## src/rtl/mips_multicycle_ctrl.sv

```systemverilog
// mips_multicycle_ctrl: multi-cycle MIPS controller.
// Owns the PC, the instruction register and a FETCH/DECODE/EXEC/MEM/WB sequencer.
// Instruction and data memories use a ready handshake, so wait states are tolerated.
// Datapath controls are decoded from the state and ir registers.
// Each control is asserted only in the state where it is valid.
// Optional feature macro: MIPS_CTRL_PERF_EN adds the cyc_cnt and ret_cnt counters.
module mips_multicycle_ctrl #(
  parameter int               ADDR_W   = 32,
  parameter logic [ADDR_W-1:0] RESET_PC = '0
) (
  input  logic              clock,
  input  logic              reset,
  output logic              imem_req,
  output logic [ADDR_W-1:0] imem_addr,
  input  logic              imem_ready,
  input  logic [31:0]       imem_rdata,
  output logic              dmem_rd,
  output logic              dmem_wr,
  input  logic              dmem_ready,
  input  logic              alu_zero,
  output logic [31:0]       ir,
  output logic [ADDR_W-1:0] pc,
  output logic              reg_dst,
  output logic              alu_src,
  output logic              mem_to_reg,
  output logic              reg_write,
  output logic [1:0]        alu_op,
  output logic [2:0]        state,
  output logic              illegal
`ifdef MIPS_CTRL_PERF_EN
  ,
  output logic [31:0]       cyc_cnt,
  output logic [31:0]       ret_cnt
`endif
);

  typedef enum logic [2:0] {
    S_FETCH  = 3'd0,
    S_DECODE = 3'd1,
    S_EXEC   = 3'd2,
    S_MEM    = 3'd3,
    S_WB     = 3'd4
  } state_t;

  localparam logic [5:0] OP_R    = 6'b000000;
  localparam logic [5:0] OP_LW   = 6'b100011;
  localparam logic [5:0] OP_SW   = 6'b101011;
  localparam logic [5:0] OP_BEQ  = 6'b000100;
  localparam logic [5:0] OP_J    = 6'b000010;
  localparam logic [5:0] OP_ADDI = 6'b001000;
  localparam logic [ADDR_W-1:0] PC_STEP = ADDR_W'(4);

  state_t            state_r;
  logic [31:0]       ir_r;
  logic [ADDR_W-1:0] pc_r;
  logic              rst_q;   // high in the cycle right after reset: keeps requests quiet
  logic [5:0]        opcode;
  logic              is_r, is_lw, is_sw, is_beq, is_j, is_addi, is_ill;
  logic [ADDR_W-1:0] jump_tgt;
  logic [ADDR_W-1:0] br_off;

  assign opcode    = ir_r[31:26];
  assign ir        = ir_r;
  assign pc        = pc_r;
  assign imem_addr = pc_r;
  assign state     = state_r;

  // Opcode classification of the held instruction.
  always_comb begin
    is_r    = (opcode == OP_R);
    is_lw   = (opcode == OP_LW);
    is_sw   = (opcode == OP_SW);
    is_beq  = (opcode == OP_BEQ);
    is_j    = (opcode == OP_J);
    is_addi = (opcode == OP_ADDI);
    is_ill  = !(is_r || is_lw || is_sw || is_beq || is_j || is_addi);
  end

  // Jump target keeps the PC bits above 28; branch offset is the sign-extended word offset.
  always_comb begin
    jump_tgt = '0;
    br_off   = '0;
    for (int i = 0; i < ADDR_W; i++) begin
      if (i < 2) begin
        jump_tgt[i] = 1'b0;
        br_off[i]   = 1'b0;
      end else begin
        if (i < 28) begin
          jump_tgt[i] = ir_r[i-2];
        end else begin
          jump_tgt[i] = pc_r[i];
        end
        if (i < 18) begin
          br_off[i] = ir_r[i-2];
        end else begin
          br_off[i] = ir_r[15];
        end
      end
    end
  end

  // Per-state control decode; everything is zero outside its own state.
  always_comb begin
    imem_req   = 1'b0;
    dmem_rd    = 1'b0;
    dmem_wr    = 1'b0;
    reg_dst    = 1'b0;
    alu_src    = 1'b0;
    mem_to_reg = 1'b0;
    reg_write  = 1'b0;
    alu_op     = 2'b00;
    illegal    = 1'b0;
    case (state_r)
      S_FETCH: begin
        imem_req = !rst_q;
      end
      S_DECODE: begin
        illegal = is_ill;
      end
      S_EXEC: begin
        if (is_r) begin
          alu_op = 2'b10;
        end else if (is_beq) begin
          alu_op = 2'b01;
        end else begin
          alu_op  = 2'b00;
          alu_src = 1'b1;
        end
      end
      S_MEM: begin
        alu_src = 1'b1;
        dmem_rd = is_lw;
        dmem_wr = is_sw;
      end
      S_WB: begin
        reg_write  = 1'b1;
        reg_dst    = is_r;
        mem_to_reg = is_lw;
      end
      default: begin
        imem_req = 1'b0;
      end
    endcase
  end

  // Sequencer: state, PC and instruction register updates.
  always_ff @(posedge clock) begin
    if (reset) begin
      state_r <= S_FETCH;
      pc_r    <= RESET_PC;
      ir_r    <= 32'h0000_0000;
      rst_q   <= 1'b1;
    end else begin
      rst_q <= 1'b0;
      case (state_r)
        S_FETCH: begin
          if (imem_req && imem_ready) begin
            ir_r    <= imem_rdata;
            pc_r    <= pc_r + PC_STEP;
            state_r <= S_DECODE;
          end
        end
        S_DECODE: begin
          if (is_j) begin
            pc_r    <= jump_tgt;
            state_r <= S_FETCH;
          end else if (is_ill) begin
            state_r <= S_FETCH;
          end else begin
            state_r <= S_EXEC;
          end
        end
        S_EXEC: begin
          if (is_beq) begin
            if (alu_zero) begin
              pc_r <= pc_r + br_off;
            end
            state_r <= S_FETCH;
          end else if (is_lw || is_sw) begin
            state_r <= S_MEM;
          end else begin
            state_r <= S_WB;
          end
        end
        S_MEM: begin
          if (dmem_ready) begin
            state_r <= is_lw ? S_WB : S_FETCH;
          end
        end
        S_WB: begin
          state_r <= S_FETCH;
        end
        default: begin
          state_r <= S_FETCH;
        end
      endcase
    end
  end

`ifdef MIPS_CTRL_PERF_EN
  logic retire_s;

  // An instruction retires when it leaves its final state; illegal ones never do.
  always_comb begin
    retire_s = ((state_r == S_DECODE) && is_j) ||
               ((state_r == S_EXEC) && is_beq) ||
               ((state_r == S_MEM) && is_sw && dmem_ready) ||
               (state_r == S_WB);
  end

  // Free-running cycle counter and retired-instruction counter.
  always_ff @(posedge clock) begin
    if (reset) begin
      cyc_cnt <= 32'd0;
      ret_cnt <= 32'd0;
    end else begin
      cyc_cnt <= cyc_cnt + 32'd1;
      if (retire_s) begin
        ret_cnt <= ret_cnt + 32'd1;
      end
    end
  end
`endif

endmodule

```

## config.mk

```make
export PLATFORM = sky130hd
export DESIGN_NAME = mips_multicycle_ctrl
export DESIGN_NICKNAME = d
export VERILOG_FILES = /design/src/rtl/mips_multicycle_ctrl.sv
export SDC_FILE = /design/constraint.sdc
export NUM_CORES = 1
export LEC_CHECK = 0
export ABC_AREA = 1
export CAP_MARGIN = 20
export CORE_MARGIN = 3
export CORE_UTILIZATION = 30
export CTS_CLUSTER_DIAMETER = 40
export DETAILED_ROUTE_END_ITERATION = 8
export HOLD_SLACK_MARGIN = 0.03
export PLACE_DENSITY_LB_ADDON = 0.08
export SYNTH_ARGS = -nofsm -noshare
export SYNTH_HDL_FRONTEND = slang
export SYNTH_SLANG_ARGS = --single-unit
```

## constraint.sdc

```tcl
create_clock -name clock -period 6.7 [get_ports clock]
set_input_delay 1.34 -clock clock [delete_from_list [all_inputs] [get_ports clock]]
set_output_delay 1.34 -clock clock [all_outputs]
set_load 0.005 [all_outputs]
```

# After elaboration in Yosys (flattened, before gate mapping)
# Index checks and enable logic that the tools add are counted.
totals:
  regBits: 68
  input_bits: 37
  out_inout_bits: 109
  word_cells: 66
op_classes:
  add_sub_neg: 2
  n_eq_ne: 14
  mux: 27
  bitwise_logic: 1
  n_reduce_logical: 17
op_table:
  columns: ["cell", "count"]
  rows:
  - ["2-to-1 mux 32 bit", 3]
  - ["one-hot mux 32 bit (3 select lines)", 1]
  - ["adder 32 x 3 -> 32 bit, second input constant", 1]
  - ["adder 32 bit", 1]
  - ["2-to-1 mux 28 bit", 1]
  - ["2-to-1 mux 3 bit", 5]
  - ["== test 6 bit, second input constant", 2]
  - ["one-hot mux 3 bit (4 select lines)", 1]
  - ["2-to-1 mux 1 bit", 11]
  - ["!= test 2 bit, second input constant", 5]
  - ["AND reduction 5 bit", 2]
  - ["2-to-1 mux 2 bit", 4]
  - ["== test 3 x 2 -> 1 bit, second input constant", 2]
  - ["== test 6 x 2 -> 1 bit, second input constant", 1]
  - ["== test 6 x 3 -> 1 bit, second input constant", 1]
  - ["== test 6 x 4 -> 1 bit, second input constant", 1]
  - ["zero test 6 bit", 1]
  - ["logical OR 1 bit", 6]
  - ["AND reduction 2 bit", 2]
  - ["== test 3 x 1 -> 1 bit, second input constant", 1]
  - ["== test 3 bit, second input constant", 1]
  - ["zero test 3 bit", 1]
  - ["nonzero test 3 bit", 1]
  - ["zero test 1 bit", 2]
  - ["4 further kinds", 4]

# Longest topological paths before layout
logic_depth:
  depth_word: 9
  ltp_mapped: 20
  mapped_depth_nobuf: 19

# Worst setup path after synthesis
# Ideal clock, no wire load.
synth_timing:
  path_kind: "reg-to-reg"
  start: "register state_r[0], in the netlist state[0]"
  end: "register pc_r[31], in the netlist imem_addr[31]"
  setup_ps: 132
  arrival_time_ps: 2500
  required_ps: 6568
  slack_ps: 4067
  stages_incl_launch_ff: 19
  path_buffers: 2
  period_less_slack_ps: 2633
  cell_sequence: "dfxtp_1 nor2_4 buf_4 nand2_1 clkbuf_1 nor2_1 ha_1 nand2_1 nor2_1 and2_1 nand2_1 nand2_1 nand3_1 nand3_2 nand2_1 nand2_1 nand2_1 nand3_1 a21oi_1"
synth_via:
  elab_chain_cells: 5
  elab_cells_between_ends: 12
  cone_classes: "eq/ne: 5; mux: 2; bitwise: 1; reduce/logical: 4"
synth_rtl:
  columns: ["item", "line_no", "source"]
  rows:
  - ["start, declared", "53", "state_t state_r;"]
  - ["start signal, assigned", "187", "state_r <= is_lw ? S_WB : S_FETCH;"]
  - ["zero test 3 bit", "113, 155", null]
  - ["2-to-1 mux 1 bit", "113", "case (state_r)"]
  - ["logical AND 1 bit", "157", "if (imem_req && imem_ready) begin"]
  - ["!= test 2 bit (no source line)", null, null]
  - ["AND reduction 5 bit (no source line)", null, null]
  - ["end signal, assigned", "159", "pc_r <= pc_r + PC_STEP;"]
  - ["end signal, assigned", "165", "pc_r <= jump_tgt;"]
  - ["end signal, assigned", "176", "pc_r <= pc_r + br_off;"]
  - ["end, declared", "55", "logic [ADDR_W-1:0] pc_r;"]
# Several ways; a longest one is shown, not always the timed one.
# A chain may end at the register's enable or synchronous reset.

# Worst setup path after layout
layout_timing:
  start: "register state_r[1], in the netlist state[1]"
  end: "output illegal"
layout_via:
  elab_chain_cells: 2
layout_rtl:
  columns: ["item", "line_no", "source"]
  rows:
  - ["== test 3 x 1 -> 1 bit", "113", null]
  - ["2-to-1 mux 1 bit", "113", null]
  - ["end, declared", "29", "output logic illegal"]
# Every way passes these cells.

==> results.toml <==
[run_status]
status = "complete, no violations"

[worst_setup_path]
endpoint_kind = "output port"
crit_path_top_delay_cell = "inv_2"
startpoint_type = "flip-flop"
crit_type = "flip-flop to output port"
critPathMaxStageDelay_ns = 0.64
required_ns = 5.36
cp_top_family = "buffers and inverters"
path_cells = "nor2_1 -> nand2_2 -> inv_2 -> o31ai_1 -> nor2_1 -> clkdlybuf4s50_1"
worstPathArrival_ns = 2.96
cp_max_fo = 37
crit_buf_inv = 2
crit_top_cell = "nor2_1"

[yosys]
syn_inst = 779
yosys-top-cells-area = "dfxtp_1, nand2_1, a21oi_1, inv_1, o21ai_0"
ys_types = 45
yosys_warnings = 0
synth_area_leader_cell = "dfxtp_1"
yosysSeqAreaShare_pct = 26.9
syn_avg_cell_area_um2 = 6.31
synth-edff-count = 0
synth_area_mm2 = 0.00491
async_reset_ff_share_pct = 0
ys_ff_latch = 66
synth_top_area_share_pct = 26.9
synthFlopType = "dfxtp_1"

[worst_hold_path]
hold_path.class = "flip-flop to flip-flop"

[clocking]
cts_root_buffer = "clkbuf_16"
post_cts_buffers = 0
cts.htree.levels = 3
clkSlewWorstSetupHoldPaths_ns = 0.06
numClockSinks = 66
cts-resized-gates = 0
clock_latency_ns = 0.34
cts_buffer_depth = 2
ctsHoldBuffers = 0
cts_tree = "built"
numCtsBuffers = 9

[layout]
fin_cells = 1095
multi_input_area_mm2 = 0.00287
syn2layout_area_growth_pct = 32.7
drive_above_1_share_pct = 5.01
diodes = 0
regArea_mm2 = 0.00132
nets = 928
n_fill_cell = 1699
utilization_pct = 40.9

[floorplanning]
initial_utilization_pct = 30.8
ios = 146
core_area_mm2 = 0.0159
row_count = 46
die_y_um = 134
dieArea_mm2 = 0.0180
die_width_um = 134

[sta]
layout_min_cycle_time_ns = 4.30
post-route-period-util_pct = 64.2
worstMarginPinSlew_ns = 1.07
setup_violations = 0
slew_viol_final = 0
relSlewSlack_pct = 28.2
tns_ns = 0
fin_worst_skew_ns = 0.00603
hold_viol_final = 0
max_freq_mhz = 232
rsz0062_at_grt = "false"

[grt]
grt_pass1_vias = 5139
globalRoute.totalOverflow = 0
grt_start_max_net_pins = 57
grt.total_usage_pct = 18.9
grt_pass1_wl_mm = 27.3
antenna_found_initial = 0

[route]
antenna_left = 0
routed_via_density = 4.88
post_drt_wl_per_cell_um = 15.4
dr.pass1.iters = 5
vias = 5348
route.detailed.drc = 0
finalWirelength_mm = 16.9
drt_iter0_markers = 414

[placement]
port_buffers = 141
place_congestion = 0.893
dp_hpwl_mm = 12.9
dp.cells = 1079

[pwr]
clockPowerShare_pct = 30.1
p_leak_nw = 2.71
sw_frac_of_total_pct = 35.2
seqPwrFrac_pct = 32.9
powerDensity_mw_per_mm2 = 247
p_switching_mw = 0.567
intPower_mw = 1.04
ir_drop_mv = 0.129
pwr-share-comb_pct = 37.0

[flow_run]
maxCapViolations = 0
==> layout make-up <==
cell class | count | area share [%]
inverter | 86 | 4.95
timing repair buffer | 145 | 22.1
multi-input combinational | 566 | 43.9
clock buffer | 14 | 4.05
tap | 216 | 4.15
sequential | 66 | 20.3
clock inverter | 2 | 0.537
==> through the flow <==
| step | hold WS (ns) | instance area [µm²] | power [mW] | setup slack, ns |
|---|---|---|---|---|
| floorplan | 0.460 | 4930 | 0.876 | 4.07 |
| global placement | 0.480 | 6220 | 1.13 | 2.81 |
| detailed placement | 0.479 | 6220 | 1.13 | 2.76 |
| CTS | 0.486 | 6520 | 1.63 | 2.38 |
| global route | 0.503 | 6520 | 1.72 | 2.13 |
| finish | 0.484 | 6520 | 1.61 | 2.40 |
==> Yosys cell counts, types with 2 or more instances <==
library cell / number
buf_4: 35
a41oi_1: 8
nand2_1: 175
nand3b_1: 3
buf_2: 6
or2_2: 3
o21bai_1: 2
and2_1: 2
o21ai_1: 2
dfxtp_1: 66
nor4_1: 2
ha_1: 16
nand4_1: 10
a31oi_1: 9
buf_6: 5
nor3_1: 5
inv_1: 83
o21a_1: 2
o21ai_0: 62
nand2_2: 8
nand3_1: 53
inv_2: 3
a21oi_1: 102
clkbuf_1: 14
nor2_1: 68
nor2_2: 5
buf_1: 4
xor2_1: 7
and3_1: 2
nor2_4: 2
==> worst reg2reg max path, cell delays in order, from the launching register on <==
cell and delay, ns:
dfxtp_1 0.70, nand2_1 0.61, nor2_1 0.38, fa_1 0.23
nand2_1 0.07, o21ai_0 0.39, nand3_1 0.13, nand2_1 0.17
nand2_1 0.07, nand2_1 0.16, nand2_1 0.10, nand2_1 0.20
nand2_1 0.11, nand2_1 0.07, nand2_1 0.05, nand3_1 0.07
a21oi_1 0.06
==> layout by cell type, fill, tap and decap left out, types with 4 or more instances in the layout <==
cell,netlist,layout
a31oi_1,9,9
nand4_1,10,10
nor2_1,68,68
o21ai_0,62,62
nand2_1,175,175
inv_1,83,83
nand2_2,8,8
a21oi_1,102,102
xor2_1,7,7
clkbuf_16,0,9
dfxtp_1,66,66
nand3_1,53,53
a41oi_1,8,8
buf_4,35,4
conb_1,1,4
clkdlybuf4s50_1,0,141
nor2_2,5,5
ha_1,16,16
nor3_1,5,5
==> power groups by stage <==
stage,logic [mW],clock network [mW],registers [mW]
6_report,0.595,0.483,0.530
5_1_grt,0.662,0.513,0.541
4_1_cts,0.598,0.496,0.531
3_5_place_dp,0.594,0,0.538
3_3_place_gp,0.593,0,0.537
2_1_floorplan,0.359,0,0.516
==> flip-flops by register name (all words and copies together), names as in the netlist <==
register,count
ir,32
imem_addr,30
state,3
rst_q,1
==> final timing paths <==
path,from,to,slack [ns],cells after the start
max reg2reg,state[1],imem_addr[28],2.95,16
min reg2reg,ir[9],ir[9],0.48,2
max,state[1],illegal,2.40,6
min,ir[9],ir[9],0.48,2
==> cell families (layout without fill, tap and decap cells) <==
kind of cell,Yosys count,count (layout),synth area share [%]
AO/OA/AOI/OAI,193,193,21.2
XOR/XNOR,8,8,1.43
adder cells (fa/ha/maj),17,17,4.48
buffers and inverters,150,247,15.0
flip-flops,66,66,26.9
other,1,4,0.0763
AND/OR/NAND/NOR,344,344,30.9
==> layer usage <==
layer	wire, µm	track usage (%)	vias to the layer above
met3	969	3.75	26
li1	-	-	2736
met5	0	0	-
met4	350	6.69	0
met2	7170	28.9	171
met1	8400	26.5	2415
(Power assumes the default switching activity.)
